## config.mk

```make
export PLATFORM = sky130hd
export DESIGN_NAME = block_writer_flat
export DESIGN_NICKNAME = d
export VERILOG_FILES = /design/src/rtl/block_writer_if.sv /design/src/rtl/block_writer.sv /design/src/flat_wrapper.sv
export SDC_FILE = /design/constraint.sdc
export NUM_CORES = 1
export LEC_CHECK = 0
export CAP_MARGIN = 20
export CORE_AREA = 8 8 114 116
export CTS_BUF_LIST = sky130_fd_sc_hd__clkbuf_16
export DETAILED_ROUTE_END_ITERATION = 8
export DIE_AREA = 0 0 122 124
export PLACE_DENSITY = 0.74
export RECOVER_POWER = 50
export SYNTH_ARGS = -nofsm -noshare
export SYNTH_HDL_FRONTEND = slang
export SYNTH_SLANG_ARGS = --single-unit
```

## constraint.sdc

```tcl
create_clock -name CLOCK_50_I -period 6.3 [get_ports CLOCK_50_I]
set_input_delay 0.63 -clock CLOCK_50_I [delete_from_list [all_inputs] [get_ports CLOCK_50_I]]
set_output_delay 0.63 -clock CLOCK_50_I [all_outputs]
set_load 0.05 [all_outputs]
```

## src/rtl/block_writer_if.sv

```systemverilog
// Bundle of the block writer's request, RAM-read and SRAM-write signals.
// master = the writer itself, slave = the surrounding system / bench.
interface block_writer_if;
    logic        start;
    logic [17:0] base_address;
    logic [5:0]  ram_address;
    logic [31:0] ram_read_data;
    logic [17:0] SRAM_address;
    logic [15:0] SRAM_write_data;
    logic        SRAM_we_n;
    logic        busy;
    logic        done;

    modport master (
        input  start, base_address, ram_read_data,
        output ram_address, SRAM_address, SRAM_write_data, SRAM_we_n, busy, done
    );

    modport slave (
        output start, base_address, ram_read_data,
        input  ram_address, SRAM_address, SRAM_write_data, SRAM_we_n, busy, done
    );
endinterface

```

## src/rtl/block_writer.sv

```systemverilog
// Streams one 8x8 post-IDCT block from the local RAM into SRAM as clipped pixel pairs.
// Latency: done pulses 67 cycles after the accepted start; starts while busy are dropped.
module block_writer #(
    parameter int unsigned ROW_STRIDE = 160
) (
    input  logic           CLOCK_50_I,
    input  logic           resetn,
    block_writer_if.master bw
);

    typedef enum logic [1:0] {S_IDLE, S_FETCH, S_DRAIN, S_DONE} state_t;

    localparam logic [17:0] STRIDE = 18'(ROW_STRIDE);

    state_t      state_q;
    logic [17:0] base_q;
    logic [17:0] row_off_q;
    logic [1:0]  col_q;
    logic [5:0]  ram_addr_q;
    logic [5:0]  rd_idx_q;
    logic        rd_vld_q;
    logic        last_wr_q;
    logic [7:0]  hi_q;
    logic [17:0] sram_addr_q;
    logic [15:0] sram_dat_q;
    logic        we_n_q;
    logic        busy_q;
    logic        done_q;

    logic [7:0]  pix_d;
    logic [17:0] wr_addr_d;

    function automatic logic [7:0] clip(input logic [31:0] v);
        if (v[31])
            return 8'd0;
        else if (v[30:8] != '0)
            return 8'hFF;
        else
            return v[7:0];
    endfunction

    assign pix_d     = clip(bw.ram_read_data);
    assign wr_addr_d = base_q + row_off_q + {16'd0, col_q};

    always_ff @(posedge CLOCK_50_I or negedge resetn) begin
        if (!resetn) begin
            state_q     <= S_IDLE;
            base_q      <= '0;
            row_off_q   <= '0;
            col_q       <= '0;
            ram_addr_q  <= '0;
            rd_idx_q    <= '0;
            rd_vld_q    <= 1'b0;
            last_wr_q   <= 1'b0;
            hi_q        <= '0;
            sram_addr_q <= '0;
            sram_dat_q  <= '0;
            we_n_q      <= 1'b1;
            busy_q      <= 1'b0;
            done_q      <= 1'b0;
        end else begin
            we_n_q   <= 1'b1;
            done_q   <= 1'b0;
            // RAM data lags the address by one cycle; track which index it belongs to.
            rd_vld_q <= (state_q == S_FETCH);
            rd_idx_q <= ram_addr_q;

            if (rd_vld_q) begin
                if (!rd_idx_q[0]) begin
                    hi_q <= pix_d;
                end else begin
                    sram_addr_q <= wr_addr_d;
                    sram_dat_q  <= {hi_q, pix_d};
                    we_n_q      <= 1'b0;
                    col_q       <= col_q + 2'd1;
                    if (col_q == 2'd3)
                        row_off_q <= row_off_q + STRIDE;
                    last_wr_q   <= (rd_idx_q == 6'd63);
                end
            end

            case (state_q)
                S_IDLE: begin
                    if (bw.start) begin
                        state_q    <= S_FETCH;
                        base_q     <= bw.base_address;
                        ram_addr_q <= '0;
                        row_off_q  <= '0;
                        col_q      <= '0;
                        last_wr_q  <= 1'b0;
                        busy_q     <= 1'b1;
                    end
                end
                S_FETCH: begin
                    if (ram_addr_q == 6'd63)
                        state_q <= S_DRAIN;
                    else
                        ram_addr_q <= ram_addr_q + 6'd1;
                end
                S_DRAIN: begin
                    if (last_wr_q) begin
                        state_q <= S_DONE;
                        done_q  <= 1'b1;
                    end
                end
                S_DONE: begin
                    state_q   <= S_IDLE;
                    busy_q    <= 1'b0;
                    last_wr_q <= 1'b0;
                end
                default: state_q <= S_IDLE;
            endcase
        end
    end

    assign bw.ram_address     = ram_addr_q;
    assign bw.SRAM_address    = sram_addr_q;
    assign bw.SRAM_write_data = sram_dat_q;
    assign bw.SRAM_we_n       = we_n_q;
    assign bw.busy            = busy_q;
    assign bw.done            = done_q;

endmodule

```

## src/flat_wrapper.sv

```systemverilog
// flat-port wrapper written by rule: the top's interface ports become plain ports
module block_writer_flat 
#(
    parameter int unsigned ROW_STRIDE = 160
)
  (CLOCK_50_I, resetn, bw_start, bw_base_address, bw_ram_read_data, bw_ram_address, bw_SRAM_address, bw_SRAM_write_data, bw_SRAM_we_n, bw_busy, bw_done);
  block_writer_if bw_i ();
  input  logic CLOCK_50_I;
  input  logic resetn;
  input wire logic [$bits(bw_i.start)-1:0] bw_start;
  input wire logic [$bits(bw_i.base_address)-1:0] bw_base_address;
  input wire logic [$bits(bw_i.ram_read_data)-1:0] bw_ram_read_data;
  output wire logic [$bits(bw_i.ram_address)-1:0] bw_ram_address;
  output wire logic [$bits(bw_i.SRAM_address)-1:0] bw_SRAM_address;
  output wire logic [$bits(bw_i.SRAM_write_data)-1:0] bw_SRAM_write_data;
  output wire logic [$bits(bw_i.SRAM_we_n)-1:0] bw_SRAM_we_n;
  output wire logic [$bits(bw_i.busy)-1:0] bw_busy;
  output wire logic [$bits(bw_i.done)-1:0] bw_done;
  assign bw_i.start = bw_start;
  assign bw_i.base_address = bw_base_address;
  assign bw_i.ram_read_data = bw_ram_read_data;
  assign bw_ram_address = bw_i.ram_address;
  assign bw_SRAM_address = bw_i.SRAM_address;
  assign bw_SRAM_write_data = bw_i.SRAM_write_data;
  assign bw_SRAM_we_n = bw_i.SRAM_we_n;
  assign bw_busy = bw_i.busy;
  assign bw_done = bw_i.done;
  block_writer #(.ROW_STRIDE(ROW_STRIDE)) u_core (.CLOCK_50_I(CLOCK_50_I), .resetn(resetn), .bw(bw_i));
endmodule
```

# == Word level (Yosys, flattened, before mapping) ==
# Index checks and enable logic that the tools add are counted.
# word_totals
regBits,99
inputBits,53
out_inout_bits,43
elab_cells,68
# classes
n_addsub,5
eq_ne,10
n_mux,28
n_bitwise,1
n_reduce_logical,10
# op_table
op,count
$mux 18,5
$reduce_bool 23->1,1
$add 18x18->18,1
$add 18x2->18,1
$add 18x8->18 const B,1
$mux 8,2
$mux 2,7
$eq 6x6->1 const B,2
$mux 6,2
$pmux 6 s2,1
$mux 1,8
$pmux 2 s4,1
$reduce_and 2->1,4
$add 6x1->6 const B,1
$eq 2x2->1 const B,3
$ne 2x2->1 const B,3
$reduce_and 3->1,2
$pmux 1 s2,2
$reduce_bool 2->1,2
$add 2x1->2 const B,1
$eq 2x1->1 const B,1
$logic_not 2->1,1
$ne 2x1->1 const B,1
$not 1->1,1

# == Longest topological paths before layout ==
# depth
depth_word,6
ltp_mapped,9
mapped_depth_nobuf,9

# == Least setup slack after synthesis ==
# Ideal clock, no wire load.
# synth_path
kind,register -> register
from,reg u_core.col_q[1]
to,reg u_core.sram_addr_q[15] (netlist: u_core.bw.SRAM_address[15])
setup_time_ns,0.069
arrival_time_ns,2.239
required_ns,6.231
setup_slack_ns,3.992
stages_incl_launch_ff,10
path_buffers,0
period_less_slack_ns,2.308
path_cell_list,dfrtp_1 > ha_1 > ha_1 > inv_1 > fa_1 > nand4b_1 > a21o_1 > and2_4 > o41a_1 > nand3_1
# synth_between
elab_chain_len,1
# synth_lines
element,line,rtl
start: declaration,block_writer.sv:18,logic [1:0] col_q;
start signal: assignment,block_writer.sv:75,col_q <= col_q + 2'd1;
$add 18x2->18,block_writer.sv:43,"assign wr_addr_d = base_q + row_off_q + {16'd0, col_q};"
end signal: assignment,block_writer.sv:72,sram_addr_q <= wr_addr_d;
end: declaration,block_writer.sv:24,logic [17:0] sram_addr_q;
# No other way between the ends.
# A chain may end at the register's enable or synchronous reset.

# == Worst setup path after layout ==
# layout_path
from,reg u_core.rd_vld_q
to,reg u_core.sram_addr_q[14] (netlist: u_core.bw.SRAM_address[14])
# layout_between
elab_chain_len,1
# layout_lines
element,line,rtl
start: declaration,block_writer.sv:21,logic rd_vld_q;
start signal: assignment,block_writer.sv:65,rd_vld_q <= (state_q == S_FETCH);
$reduce_and 2->1 (no source line),--,
# No other way between the ends.

==> results by stage <==
Synthesis:
- The synthesized flop and latch total is 94.
- Each instance of the synthesized netlist takes up on average approximately 10 um^2.
- Yosys mapped a number of flops with a built-in enable equal to 0.
- The portion of synthesized cell area occupied by the leading cell type is 0.470.
- The fraction of synthesized area in multiplexers is 0.0406.
- The largest total area in the synthesized netlist belongs to sky130_fd_sc_hd__dfrtp_1.
- Of the total synthesized cell area, the portion taken by full adders, half adders and majority gates is 0.0949.
- Sorting the synthesized cells by area gives the leading types as sky130_fd_sc_hd__dfrtp_1 47%, sky130_fd_sc_hd__ha_1 9.1%, sky130_fd_sc_hd__nand2_1 6.4%, sky130_fd_sc_hd__o21ai_0 4.2%, sky130_fd_sc_hd__mux2_2 3.9%.
- The prevailing post-synth register cell is sky130_fd_sc_hd__dfrtp_1.
- The complex-gate fraction of the synthesized area is 0.161.
- Of the total synthesized cell area, the portion taken by AND, OR, NAND and NOR gates is 0.164.
- The register area share after synthesis is 0.475.
- Of the total synthesized cell area, the portion taken by XOR and XNOR cells is 0.0318.
- The count of different cell masters after synthesis is 64.
- The share of flip-flops with an asynchronous set or reset after synthesis is 1.00.
- After synthesis, the largest family of logic cells by area is simple AND/OR/NAND/NOR gates.
- Counting every instance in the synthesized netlist gives roughly 490.
- During synthesis, Yosys emitted a total of 0 warnings.
- The cell area after synthesis is 4960 um^2.

Routing:
- The number of DRC violations after detailed routing is 0.
- The per-cell routed wire length is between 15 and 20 um.
- In this run, the number of DRC markers left after iteration 0 of detailed routing was approximately 180.
- The first-pass iteration count of the detailed router is 4.
- The per-cell via count in the routed design is 5.43.
- The detail route stage leaves a number of antenna-violating nets equal to 0.
- The count of vias placed by the detailed router is roughly 4000.
- Wires add up to 12000 um.

Timing:
- Hold is met by 0.463 ns.
- The maximum clock skew at final layout is 0.0101 ns.
- Setup repair after global routing left no endpoint under its margin.
- The final-report max-slew violation count is 84.
- Setup violations remaining at the end of the flow were counted as 0.
- Measured against its own limit, the worst slew margin works out to -0.408.
- The total negative slack is 0 ns.
- In the finished design, the share of the clock period the worst path needs comes to 0.495.
- The clock period minus final worst setup slack is ~3.1 ns.
- The top achievable clock speed is 321 MHz.
- For the pin with the worst max-slew slack, the measured transition is 2.11 ns.
- The final number of hold-violating endpoints is 0.
- The smallest setup slack after layout is 3.18 ns.

Power and ir drop:
- The peak supply drop is 0.346 mV.
- In this run the power density over the cells is 500 nW/um^2.
- The leakage power summed over all cells is around 2.8 nW.

Setup path:
- Of all nets on the critical path, the largest fanout is between 40 and 50.
- The cell at the slowest stage of the critical path is sky130_fd_sc_hd__clkbuf_1.
- The critical path goes through and2_0 -> inv_1 -> clkbuf_1 -> nor2_1 -> a221o_1 -> a311o_1.
- The path type of the worst setup path is flop to flop.
- The data arrival time at the worst-slack endpoint is 3.34 ns.
- In this run the critical register-to-register path is launched from u_core.rd_vld_q.
- The worst setup path is launched from a flop.
- Data on the critical path is required at its endpoint by roughly 6.5 ns.
- The biggest cell delay along the critical path is 1.22 ns.
- STA classifies the critical path endpoint as a flop.
- The startpoint of the worst setup timing path is u_core.rd_vld_q.

Place:
- The placement-stage worst setup slack is 3.86 ns.
- The global placement routability congestion is 0.846.
- The post-detailed-placement half-perimeter wirelength is around 9100 um.
- The number of I/O port buffers is 95.
- The placed instance count is 716.
- The placement-stage cell area is approximately 6000 um^2.

Layout:
- The multi-input combinational cells in the finished layout cover a total of 2450 um^2.
- For this run, the post-layout net count is 674.
- The count of filler cells inserted in the layout is 976.
- Across the whole layout, storage elements account for between 2000 and 2500 um^2.
- The number of inserted diodes is 0.
- The fraction of layout instances using a drive strength above 1 is 0.0866.
- The area growth from synthesis to final layout is 27.2%.
- The design area is 6310 um^2.
- Leaving out filler cells and counting taps, the final layout contains ~730.

Die:
- The die is approximately 120 um tall.
- The area of the core is 11200 um^2.
- The overall die width is 122 um.
- The die footprint is between 15000 and 20000 um^2.
- The number of placement rows is 39.
- The initial core utilization is 0.444.
- The number of top-level pins is 96.

Run:
- The max-cap violation count is 2.

Clock tree:
- In this run, post-CTS repair resized a total of 0 instances.
- TritonCTS built the clock tree.
- After clock tree synthesis, the clock-pin slew on the worst setup and hold paths is roughly 0.07 ns.
- After clock tree synthesis, the setup repair step added 0 buffers.
- Counting the buffers created by CTS gives 9.
- The clock latency of the later-clocked register in the worst-skew pair is 0.35 ns.
- The root buffer selected by CTS is sky130_fd_sc_hd__clkbuf_16.
- The number of H-tree branching levels is 3.
- The clock sink count is 94.
- The number of hold buffers added after cts is 0.
- The largest buffer count on any clock path is 2.

Outcome:
- The run finished, with violations left.
- The final reports fail on max-capacitance violations, max-slew violations.

Global route:
- The first-pass GRT wire length is 20300 um.
- The via count of the first global-routing pass is ~4100.
- The total congestion overflow is 0.
- Entering global routing, the biggest net connects 57 pins.
- For this run, the total global-route usage over all layers was measured as 0.167.
- The initial antenna violation count came to 0.

Worst hold path:
- In this run the most critical hold path is launched from u_core.hi_q[1].
- In this run the worst hold path is classified as flop to flop.
==> report_power, final <==
group	total, mW	internal (mW)	switching [mW]
Clock	0.555	0.312	0.243
Combinational	1.59	0.588	1.01
Sequential	1.00	0.843	0.160
==> per-stage QoR <==
step | power (mW) | util
floorplan | 2.11 | -
global placement | 2.56 | 0.538
detailed placement | 2.61 | 0.538
CTS | 3.17 | 0.565
global route | 3.36 | 0.564
finish | 3.15 | 0.564
==> worst paths after layout <==
path                                           endpoint  slack [ns]  cells after the start
min                        u_core.bw.SRAM_write_data[9]        0.46                      2
max in group asynchronous     u_core.bw.SRAM_address[0]        3.79                      2
max                          u_core.bw.SRAM_address[14]        3.18                      6
min in group asynchronous    u_core.bw.SRAM_address[17]        0.89                      1
min reg2reg                u_core.bw.SRAM_write_data[9]        0.46                      2
max reg2reg                  u_core.bw.SRAM_address[14]        3.18                      6
==> area by class of cell <==
type,count,share of cell area
clock buffer,9,0.0357
tap,143,0.0284
timing repair buffer,99,0.154
inverter,13,0.00774
clock inverter,7,0.0127
multi-input combinational,367,0.388
sequential,94,0.373
==> critical path, delay by kind of cell (launching register included) <==
family	cells	cell delay (ns)
simple gates	2	0.31
compound gates	2	0.71
flops	1	0.39
buf+inv	2	1.56
==> logic make-up (layout without fill, tap and decap cells) <==
group                      Yosys count  after routing
AOI/OAI and AO/OA                  121            121
adders and majority gates           37             37
other                                1              2
xor gates and xnor gates            18             18
DFF                                 94             94
buffers and inverters               32            128
muxes                               18             18
and+or+nand+nor                    171            171
==> synth_stat cells (6+ instances only) <==
cell type / count
sky130_fd_sc_hd__a21oi_1: 25
sky130_fd_sc_hd__nor4_1: 6
sky130_fd_sc_hd__dfrtp_1: 93
sky130_fd_sc_hd__mux2_2: 17
sky130_fd_sc_hd__inv_1: 13
sky130_fd_sc_hd__xnor2_1: 7
sky130_fd_sc_hd__a211oi_1: 6
sky130_fd_sc_hd__nor2b_1: 6
sky130_fd_sc_hd__and2_1: 6
sky130_fd_sc_hd__nor3_1: 6
sky130_fd_sc_hd__nand2_1: 85
sky130_fd_sc_hd__nand3_1: 7
sky130_fd_sc_hd__o21ai_0: 42
sky130_fd_sc_hd__or3_1: 7
sky130_fd_sc_hd__o21bai_1: 9
sky130_fd_sc_hd__ha_1: 36
sky130_fd_sc_hd__nor2_1: 24
sky130_fd_sc_hd__buf_2: 9
sky130_fd_sc_hd__nand4_1: 7
sky130_fd_sc_hd__xor2_1: 11
==> state kept, by name, summed over array words and instances, names as in the netlist, 2 cells and up <==
register                   flops
u_core.base_q                 18
u_core.rd_idx_q                6
u_core.state_q                 2
u_core.row_off_q              13
u_core.col_q                   2
u_core.bw.SRAM_address        18
u_core.hi_q                    8
u_core.bw.ram_address          6
u_core.bw.SRAM_write_data     16
==> layout by cell type (no fill, tap or decap), drive strengths merged, types with 3 or more instances in the layout <==
cell           count
clkbuf            11
nor4               7
or3                7
nor3               6
nand4              7
nor2              24
mux2              17
ha                36
xor2              11
nand2             86
inv               15
o21a               5
a21o               5
a21oi             25
and3               6
and2               8
o21ai             43
o31ai              3
nand3              7
nor2b              6
clkdlybuf4s50     93
dfrtp             93
o21bai             9
buf                3
xnor2              7
clkinv             3
a211oi             7
a31oi              3
==> layer usage <==
layer | track usage | up-vias | routed length, um
met2 | 0.286 | 108 | 5840
li1 | - | 1941 | -
met1 | 0.198 | 1901 | 5180
met5 | 0 | - | 0
met4 | 0.0678 | 0 | 208
met3 | 0.0399 | 22 | 773
Power figures use the tool's default switching activity.
